File: config.mk
export PLATFORM = sky130hd
export DESIGN_NAME = brick_level_loader
export DESIGN_NICKNAME = d
export VERILOG_FILES = /design/src/rtl/brick_level_loader.sv
export SDC_FILE = /design/constraint.sdc
export NUM_CORES = 1
export LEC_CHECK = 0
export CAP_MARGIN = 20
export CORE_UTILIZATION = 43
export DETAILED_ROUTE_END_ITERATION = 10
export GPL_ROUTABILITY_DRIVEN = 0
export PLACE_DENSITY = 0.83
export SETUP_SLACK_MARGIN = 0.5
export SYNTH_ARGS = -nofsm -noshare
export SYNTH_HDL_FRONTEND = slang
export SYNTH_SLANG_ARGS = --single-unit
File: constraint.sdc
create_clock -name clk -period 1.89 [get_ports clk]
set_input_delay 0.567 -clock clk [delete_from_list [all_inputs] [get_ports clk]]
set_output_delay 0.567 -clock clk [all_outputs]
set_load 0.01 [all_outputs]
File: src/rtl/brick_level_loader.sv
// brick_level_loader: walks one level of a synchronous level ROM into brick memory and hands each non-empty brick to the draw unit (in: start/level/abort, rom_data, draw_done; out: rom_addr, wr_en/address/health, draw_req/x_out/y_out, busy/done)
module brick_level_loader #(
  parameter int LEVEL_W    = 2,
  parameter int GRID_COLS  = 16,
  parameter int GRID_ROWS  = 8,
  parameter int ADDR_W     = 10,
  parameter int HEALTH_W   = 2,
  parameter int BRICK_W    = 20,
  parameter int BRICK_H    = 8,
  parameter int X_ORIGIN   = 0,
  parameter int Y_ORIGIN   = 0,
  parameter int SKIP_EMPTY = 1
) (
  input  logic                      clk,
  input  logic                      resetn,
  input  logic                      start,
  input  logic                      abort,
  input  logic [LEVEL_W-1:0]        level,
  output logic [LEVEL_W+ADDR_W-1:0] rom_addr,
  input  logic [HEALTH_W-1:0]       rom_data,
  output logic                      wr_en,
  output logic [ADDR_W-1:0]         address,
  output logic [HEALTH_W-1:0]       health,
  output logic                      draw_req,
  input  logic                      draw_done,
  output logic [9:0]                x_out,
  output logic [9:0]                y_out,
  output logic                      busy,
  output logic                      done
);
  localparam int BRICKS = GRID_COLS * GRID_ROWS;
  localparam int COL_W = GRID_COLS > 1 ? $clog2(GRID_COLS) : 1;
  localparam logic [2:0] IDLE = 3'd0, FETCH = 3'd1, LOAD = 3'd2, WRITE = 3'd3, DRAW = 3'd4, DONE = 3'd5;
  logic [2:0] state;
  logic [ADDR_W-1:0] idx;
  logic [COL_W-1:0] col;
  logic [LEVEL_W-1:0] level_q;
  logic [HEALTH_W-1:0] health_q;
  logic adv, last, wrap;
  assign rom_addr = {level_q, idx};
  assign address = idx;
  assign health = health_q;
  assign wr_en = state == WRITE;
  assign draw_req = state == DRAW;
  assign done = state == DONE;
  assign busy = state != IDLE;
  always_comb begin
    adv = (state == WRITE && SKIP_EMPTY != 0 && health_q == '0) || (state == DRAW && draw_done);
    last = idx == ADDR_W'(BRICKS - 1);
    wrap = col == COL_W'(GRID_COLS - 1);
  end
  always_ff @(posedge clk or negedge resetn) begin
    if (!resetn) begin
      state <= IDLE;
      idx <= '0;
      col <= '0;
      level_q <= '0;
      health_q <= '0;
      x_out <= '0;
      y_out <= '0;
    end else if (abort) begin
      state <= IDLE;
    end else begin
      case (state)
        IDLE: if (start) begin
          level_q <= level;
          idx <= '0;
          col <= '0;
          x_out <= 10'(X_ORIGIN);
          y_out <= 10'(Y_ORIGIN);
          state <= FETCH;
        end
        FETCH: state <= LOAD;
        LOAD: begin
          health_q <= rom_data;
          state <= WRITE;
        end
        WRITE, DRAW: state <= adv ? (last ? DONE : FETCH) : DRAW;
        default: state <= IDLE;
      endcase
      if (adv && !last) begin
        idx <= idx + 1'b1;
        col <= wrap ? '0 : col + 1'b1;
        x_out <= wrap ? 10'(X_ORIGIN) : x_out + 10'(BRICK_W);
        y_out <= wrap ? y_out + 10'(BRICK_H) : y_out;
      end
    end
  end
endmodule

## After elaboration in Yosys (flattened, before gate mapping)

Index checks and enable logic that the tools add are counted.

| word-level totals | value |
|---|---|
| bits in registers | 41 |
| input port bits | 9 |
| output and inout port bits | 48 |
| logic and storage cells | 52 |

| operators by class | value |
|---|---|
| add/subtract/negate cells | 4 |
| eq/ne operators | 9 |
| multiplexer cells | 16 |
| bitwise gates (word level) | 1 |
| reduce and logical (&&, ||, !) cells | 15 |

Operator list:

| operator | number |
|---|---|
| 2-to-1 mux 10 bit | 7 |
| 2-to-1 mux 4 bit | 4 |
| 2-to-1 mux 3 bit | 4 |
| case mux 3 bit (4 select lines) | 1 |
| adder 10 x 1 -> 10 bit, second input constant | 1 |
| adder 10 x 4 -> 10 bit, second input constant | 1 |
| adder 10 x 5 -> 10 bit, second input constant | 1 |
| equality test 10 x 7 -> 1 bit, second input constant | 1 |
| equality test 3 x 2 -> 1 bit, second input constant | 2 |
| equality test 3 bit, second input constant | 2 |
| AND reduction 3 bit | 2 |
| adder 4 x 1 -> 4 bit, second input constant | 1 |
| equality test 4 bit, second input constant | 1 |
| AND reduction 4 bit | 1 |
| nonzero test 2 bit | 2 |
| equality test 3 x 1 -> 1 bit, second input constant | 1 |
| logical AND 1 bit | 3 |
| logical NOT 3 bit | 1 |
| inequality test 3 bit, second input constant | 1 |
| nonzero test 3 bit | 1 |
| logical NOT 2 bit | 1 |
| inequality test 2 bit, second input constant | 1 |
| AND reduction 2 bit | 1 |
| OR reduction 2 bit | 1 |
| 3 further kinds | 3 |

## Longest topological paths before layout

Gate-level depths: netlist of run 1.

| logic depth | value |
|---|---|
| depth in word-level cells | 6 |
| gate-level depth with buffers | 7 |
| gate-level depth less buffers | 6 |

## Worst setup path before layout of run 1

OpenSTA, ideal clock, no wires.

| timing | value |
|---|---|
| path type | flip-flop to flip-flop |
| from | register idx[0] (netlist: address[0]) |
| to | register y_out[3] |
| setup time | 95 ps |
| data arrival time | 2,049 ps |
| data required time | 1,795 ps |
| setup slack | -255 ps |
| stages on the path, launching flop included | 8 |
| path buffers | 1 |
| clock period less this slack | 2,145 ps |
| cells stage by stage | dfrtp_1 -> ha_1 -> nand3_1 -> or4_4 -> a21oi_2 -> buf_2 -> o21ai_0 -> o31ai_1 |

| between the ends | value |
|---|---|
| longest elaborated chain between the ends | 5 |
| elaborated cells between the ends (all ways) | 8 |
| those cells by class | eq/ne (2); mux (1); reduce/logical (5) |

RTL lines:

| element | RTL line | text |
|---|---|---|
| start, declared | 35 | `logic [ADDR_W-1:0] idx;` |
| start signal, assigned | 82 | `idx <= idx + 1'b1;` |
| equality test 10 x 7 -> 1 bit (*) | 49 | `last = idx == ADDR_W'(BRICKS - 1);` |
| logical NOT 1 bit (*) | 81 | `if (adv && !last) begin` |
| logical AND 1 bit (*) | 81 |  |
| inequality test 2 bit (no line) or nonzero test 2 bit (tied branches) | n/a |  |
| AND reduction 4 bit (no line) | n/a |  |
| end signal, assigned | 70 | `y_out <= 10'(Y_ORIGIN);` |
| end signal, assigned | 85 | `y_out <= wrap ? y_out + 10'(BRICK_H) : y_out;` |
| end, declared | 27 | `output logic [9:0] y_out,` |

Every way passes the cells marked *; elsewhere a longest branch is shown, timed or not.
A chain may end at the register's enable or synchronous reset.

## Final worst setup path of run 1

| timing | value |
|---|---|
| from | register state[2] |
| to | register y_out[8] |

| between the ends | value |
|---|---|
| longest elaborated chain between the ends | 6 |
| elaborated cells between the ends (all ways) | 12 |
| those cells by class | eq/ne (3); mux (1); reduce/logical (8) |

RTL lines:

| element | RTL line | text |
|---|---|---|
| start, declared | 34 | `logic [2:0] state;` |
| start signal, assigned | 78 | `WRITE, DRAW: state <= adv ? (last ? DONE : FETCH) : DRAW;` |
| equality test 3 x 2 -> 1 bit or equality test 3 bit (tied branches) | 48 | `adv = (state == WRITE && SKIP_EMPTY != 0 && health_q == '0) \|\| (state == DRAW && draw_done);` |
| logical AND 1 bit | 48 |  |
| logical OR 1 bit | 48 |  |
| logical AND 1 bit | 81 |  |
| inequality test 2 bit (no line) or nonzero test 2 bit (tied branches) | n/a |  |
| AND reduction 4 bit (no line) | n/a |  |

Parallel ways exist; a longest one is shown, timed or not.

==> metrics.csv, run 1 <==
metric,value,unit
synth.area.mux_share,0.0206,
viasPerCell,6.16,
vdd_drop_max,0.616,mV
grt_first_pass_wirelength,13.3,mm
critPathSlowestCell,or4_4,
criticalPathCategory,flip-flop to flip-flop,
combinationalPowerShare,0.376,
die_area,5080,sq um
cts_buffers,5,
rsz0062_at_grt,yes,
clock_power_share,0.249,
status,"finished, violations left",
hp-class,flip-flop to flip-flop,
p_total,2.38,mW
synthSimpleGateAreaFrac,0.249,
cp-start-kind,flip-flop,
required,2.12,ns
grt_max_degree,37,
antenna_found_initial,0,
synth_area,2060,sq um
layout_common_cells,"72 x buf_6, 59 x buf_4, 28 x dfrtp_1",
layout-drive-gt1-share,0.596,
clk_pin_slew,0.08,ns
final_common_cell,buf_6,
overflow,0,
synthAdderAreaFrac,0.0243,
cts-root-buf,clkbuf_8,
fin_crit,2.07,ns
ys_ff_latch,36,
rows,24,
fin_ws,-0.184,ns
power_density,614,nW/um^2
core_area,4470,sq um
hold_viol,0,
synth_xor_area_frac,0.00424,
areaGrowthSynthToFinish,87.9,%
clock_sinks,36,
synth_cells,224,
crit_top_cell,or4_4,
cts_buffer_depth,2,
cp_num_buf_inv,1,
synth-compound-area-share,0.168,
utilization,0.866,
start_util,0.461,
seqPwrFrac,0.374,
finish.instance_area,3880,sq um
cpPeakStageDelay,0.54,ns
fp.dieH,71.3,microns
path_cells,buf_6 > or4_4 > o22ai_4 > nand2_4 > or4_4 > nand3_2,
critPathMaxFanout,6,
cp.arrival,2.31,ns
fin_crit_sh,1.10,
postRouteAntennaNets,0,
p_int,1.62,mW
netlist.top_cell.by_area,dfrtp_1,
power.leakage,1.87,nW
hpwl,3.65,mm
drv_cap,0,
ys_top_cells_by_area,"dfrtp_1 44%, buf_4 5.8%, nand2_1 5.6%, o21ai_0 4.6%, nand3_1 4.1%",
routed_wl,9.12,mm
synth_seq_area_share,0.437,
drt_iter0_drc,403,
dp_slack,-0.616,ns
io_pins,57,
final-max-slew-violation-count,0,
fin_nets,386,
clock.fmax,482,MHz
remaining_drc_errors,5,
ctsHtreeMaxLevel,2,
cp-end-kind,flip-flop,
clkLatencyLatePin,0.30,ns
switching_share,0.319,
cpLargestDelayFamily,simple AND/OR/NAND/NOR gates,
synth.avg_cell_area,9.21,sq um
synth_top_family_by_area,simple AND/OR/NAND/NOR gates,
placed_area,2850,sq um
cts_tree,built,
grt_pass1_vias,2612,
ys_warn_count,0,
io_buffers,51,
first_pass_iters,8,
fin_skew,0.0154,ns
holdBufCountCts,0,
num-fill-cells,177,
synth_cell_types,45,
p_switching,760,uW
wl_per_cell,21.4,microns
vias,2623,
setup_viol,29,
die_x,71.3,microns
synth_top_cell_area_share,0.437,
antenna_cells,0,
track_usage,0.341,
violations,"design-rule violations, negative setup slack",
[power groups by stage]
stage          clock (mW)  combinational [mW]  sequential [mW]
5_1_grt             0.618               0.939            0.895
2_1_floorplan           0               0.263            0.925
6_report            0.594               0.896            0.891
4_1_cts             0.572               0.762            0.881
3_3_place_gp            0               0.546            0.904
3_5_place_dp            0               0.556            0.905
[flip-flops by register name, indices dropped and copies added, names as in the netlist]
signal   flops
address     10
col          4
health       2
level_q      2
state        3
x_out        8
y_out        7
[worst min-delay path, delay by kind of cell, from the launching register on]
kind,cells,cell delay [ns]
flip-flops,1,0.35
AND/OR/NAND/NOR,2,0.12
[cell type report]
type	instances	area [sq um]	area share
Timing Repair Buffer	159	1500	0.388
Sequential cell	36	911	0.235
Tap cell	52	65.1	0.0168
Inverter	2	7.51	0.00194
Multi-Input combinational cell	169	1300	0.335
Clock buffer	6	82.6	0.0213
Clock inverter	2	10.0	0.00258
[path summary, 6_finish.rpt]
path,startpoint,to,slack (ns),cells after the start
max,state[2],y_out[8],-0.18,6
min,level_q[1],level_q[1],0.50,2
max reg2reg,state[2],y_out[8],-0.18,6
min reg2reg,level_q[1],level_q[1],0.50,2
max in group asynchronous,resetn,x_out[5],1.03,2
min in group asynchronous,resetn,y_out[3],0.63,2
[layer usage]
layer	up-vias	track usage	wire length, microns
met5	-	0	0
met4	0	0.200	498
met3	65	0.0788	692
met2	208	0.572	4460
met1	1248	0.402	3470
li1	1102	-	-
[logic make-up after synthesis]
kind of cell / Yosys count
and+or+nand+nor: 101
AOI/OAI and AO/OA: 51
DFF: 36
buffers and inverters: 26
adders and majority gates: 4
muxes: 4
other: 1
xor gates and xnor gates: 1
[Yosys cell counts, drive strengths merged]
library cell   n
a211o          1
a21boi         1
a21o           7
a21oi          7
a22o           6
a31oi          1
and2           2
and3           4
and3b          1
buf           22
clkbuf         2
conb           1
dfrtp         36
ha             4
inv            2
mux2           2
mux2i          2
nand2         32
nand3         17
nand3b         1
nand4          4
nand4b         1
nand4bb        1
nor2          19
nor3          10
nor4           2
nor4b          1
o211ai         2
o21ai         19
o22a           1
o22ai          1
o311ai         2
o31ai          3
or3            2
or4            4
xnor2          1
[metrics by stage]
| stage | cells | hold WS (ns) | TNS [ns] |
|---|---|---|---|
| floorplan | 228 | 0.271 | -0.547 |
| global placement | 346 | 0.466 | -13.99 |
| detailed placement | 346 | 0.469 | -15.03 |
| CTS | 411 | 0.481 | -0.177 |
| global route | 426 | 0.543 | -3.53 |
| finish | 426 | 0.497 | -2.71 |
[timing repair]
| action | 4_1_cts | 5_1_grt |
|---|---|---|
| cloned | 3 | 0 |
| resized for setup | 275 | 34 |
| setup buffers | 54 | 15 |
| pin swaps | 23 | 17 |
| setup endpoints to repair | 78 | 79 |
No activity file was read; power rests on OpenSTA's default activity.
==> run 2: changes to the inputs <==
--- a/config.mk
+++ b/config.mk
@@ -6,6 +6,7 @@
 export NUM_CORES = 1
 export LEC_CHECK = 0
 export CAP_MARGIN = 20
+export CORE_ASPECT_RATIO = 0.75
 export CORE_UTILIZATION = 43
 export DETAILED_ROUTE_END_ITERATION = 10
 export GPL_ROUTABILITY_DRIVEN = 0
==> constraint.sdc (replaced) <==
create_clock -name clk -period 1.89 [get_ports clk]
set_input_delay 0.2835 -clock clk [delete_from_list [all_inputs] [get_ports clk]]
set_output_delay 0.2835 -clock clk [all_outputs]
set_load 0.01 [all_outputs]
==> run 2 against run 1 <==
Net effect: the flow finishes with violations (negative setup slack); register-to-register slack improved by 0.09 ns; first-iteration DRC count is 52% lower; routed wire length shrank 11%; critical path depth grew 5; clock skew shrank 0.0065 ns; sequential share of layout area increased by 2.4 points; setup slack improved by 0.090 ns; worst hold slack got worse by 0.12 ns; non-clock buffer count shrank 34; die area is essentially flat; maximum frequency up 4.6%; critical endpoint is now address[5]; largest power group is now sequential cells.
==> metrics.csv, run 2 (same netlist as run 1, synthesis figures left out) <==
metric,value,unit
critPathMaxFanout,5,
required,2.09,ns
io_buffers,51,
io_pins,57,
final_cells,397,
fp.dieH,62.0,microns
hp-class,primary input to flip-flop,
grt_max_degree,37,
start_util,0.454,
fin_nets,352,
core_area,4550,sq um
ff2ff_path_depth,11,
wl_per_cell,20.6,microns
cts_buffer_depth,2,
cpPeakStageDelay,0.43,ns
drt_iter0_drc,195,
p_int,1.50,mW
grt_first_pass_wirelength,10.7,mm
power.leakage,1.70,nW
highest_layer,met4,
rows,21,
drv_cap,0,
power_density,633,nW/um^2
final-max-slew-violation-count,0,
cts_tree,built,
setup_viol,11,
routed_wl,8.16,mm
clock_power_share,0.266,
fin_crit,1.98,ns
cpLargestDelayFamily,buffers and inverters,
vdd_drop_max,0.420,mV
cts-root-buf,clkbuf_8,
cp-end-kind,flip-flop,
hpwl,3.78,mm
dp.cells,346,
antenna_found_initial,0,
cp-start-kind,flip-flop,
fin_hold_ws,0.378,ns
switching_share,0.325,
final-seq-area,907,sq um
layout_common_cells,"45 x buf_4, 31 x dfrtp_1, 29 x buf_6",
first_pass_iters,5,
final_common_cell,buf_4,
cts_buffers,5,
vias,2426,
path_cells,ha_4 > nand3_2 > buf_4 > nor4_4 > buf_4 > buf_4 > buf_4 > nor2_2 > buf_6 > nand2_1 > o21ai_1,
postRouteAntennaNets,0,
track_usage,0.293,
route.met2.wl,3.85,mm
grt_pass1_vias,2211,
crit_top_cell,buf_4,
criticalPathCategory,flip-flop to flip-flop,
violations,negative setup slack,
combinationalPowerShare,0.328,
areaGrowthSynthToFinish,69.6,%
seqPwrFrac,0.406,
p_switching,720,uW
status,"finished, violations left",
viasPerCell,6.11,
dr_wl_met3,698,microns
clock_sinks,36,
whs_path_depth,3,
die_area,5080,sq um
met1_length,3.27,mm
die_x,82.0,microns
placed_area,2780,sq um
clock.fmax,504,MHz
finish.instance_area,3500,sq um
multiInputGateArea,1310,sq um
holdBufCountCts,0,
cp_num_buf_inv,5,
num-fill-cells,254,
ctsHtreeMaxLevel,2,
fin_ws,-0.0938,ns
cp.arrival,2.18,ns
remaining_drc_errors,0,
clk_pin_slew,0.08,ns
critPathSlowestCell,dfrtp_2,
layout-drive-gt1-share,0.479,
fin_skew,0.00887,ns
antenna_cells,0,
overflow,0,
fin_crit_sh,1.05,
clkLatencyLatePin,0.30,ns
path_depth,11,
rsz0062_at_grt,yes,
hold_viol,0,
largest_reg_flops,10,
==> run 2: cell count changes in the layout (fill, tap and decap cells not counted), sizes merged <==
cell           change
buf               -72
clkbuf            +12
clkdlybuf4s15      +8
clkdlybuf4s50      +1
dlygate4sd2       +17
==> run 2: path summary, 6_finish.rpt <==
| kind | startpoint | endpoint | slack, ns |
|---|---|---|---|
| max | address[0] | address[5] | -0.09 |
| min | abort | state[0] | 0.38 |
| max reg2reg | address[0] | address[5] | -0.09 |
| min reg2reg | level_q[0] | level_q[0] | 0.48 |
| max in group asynchronous | resetn | y_out[6] | 1.13 |
| min in group asynchronous | resetn | state[1] | 0.40 |
==> run 2: final cells by class <==
class,count,area share
inverters,2,0.00215
clock buffers,6,0.0236
flip-flops and latches,36,0.259
repair buffers,125,0.317
clock inverters,2,0.00286
well taps,57,0.0204
multi-input cells,169,0.375
==> run 2: per-stage QoR <==
stage	power, mW	TNS (ns)	worst slack [ns]	util
after floorplan	1.17	-0.0322	-0.0159	-
after global placement	1.37	-5.33	-0.274	0.612
after detailed placement	1.40	-6.93	-0.328	0.612
after CTS	2.10	0	0.0122	0.733
after global routing	2.30	-1.13	-0.124	0.770
final	2.22	-0.393	-0.0938	0.770
==> run 2: timing repair <==
| action | in CTS | in global routing |
|---|---|---|
| buffers inserted | 29 | 11 |
| cloned | 3 | 0 |
| resized for setup | 133 | 54 |
| pin swaps | 19 | 19 |
| endpoints found under the setup margin | 76 | 53 |
==> run 2: worst min-delay path: cells and delay by family <==
kind	cells	cell delay [ns]
AOI/OAI and AO/OA	1	0.04
buffers and inverters	2	0.33
==> run 2: layer usage <==
layer  vias to the layer above  global-route usage
li1                       1031                   -
met1                      1195               0.349
met2                       162               0.499
met3                        38              0.0613
met4                         0               0.173
met5                         -                   0
==> run 2: power by group through the flow <==
stage          Clock [mW]  Combinational (mW)  Sequential [mW]
3_5_place_dp            0               0.483            0.916
4_1_cts             0.582               0.629            0.890
2_1_floorplan           0               0.250            0.925
6_report            0.589               0.727            0.899
5_1_grt             0.623               0.768            0.911
3_3_place_gp            0               0.465            0.909
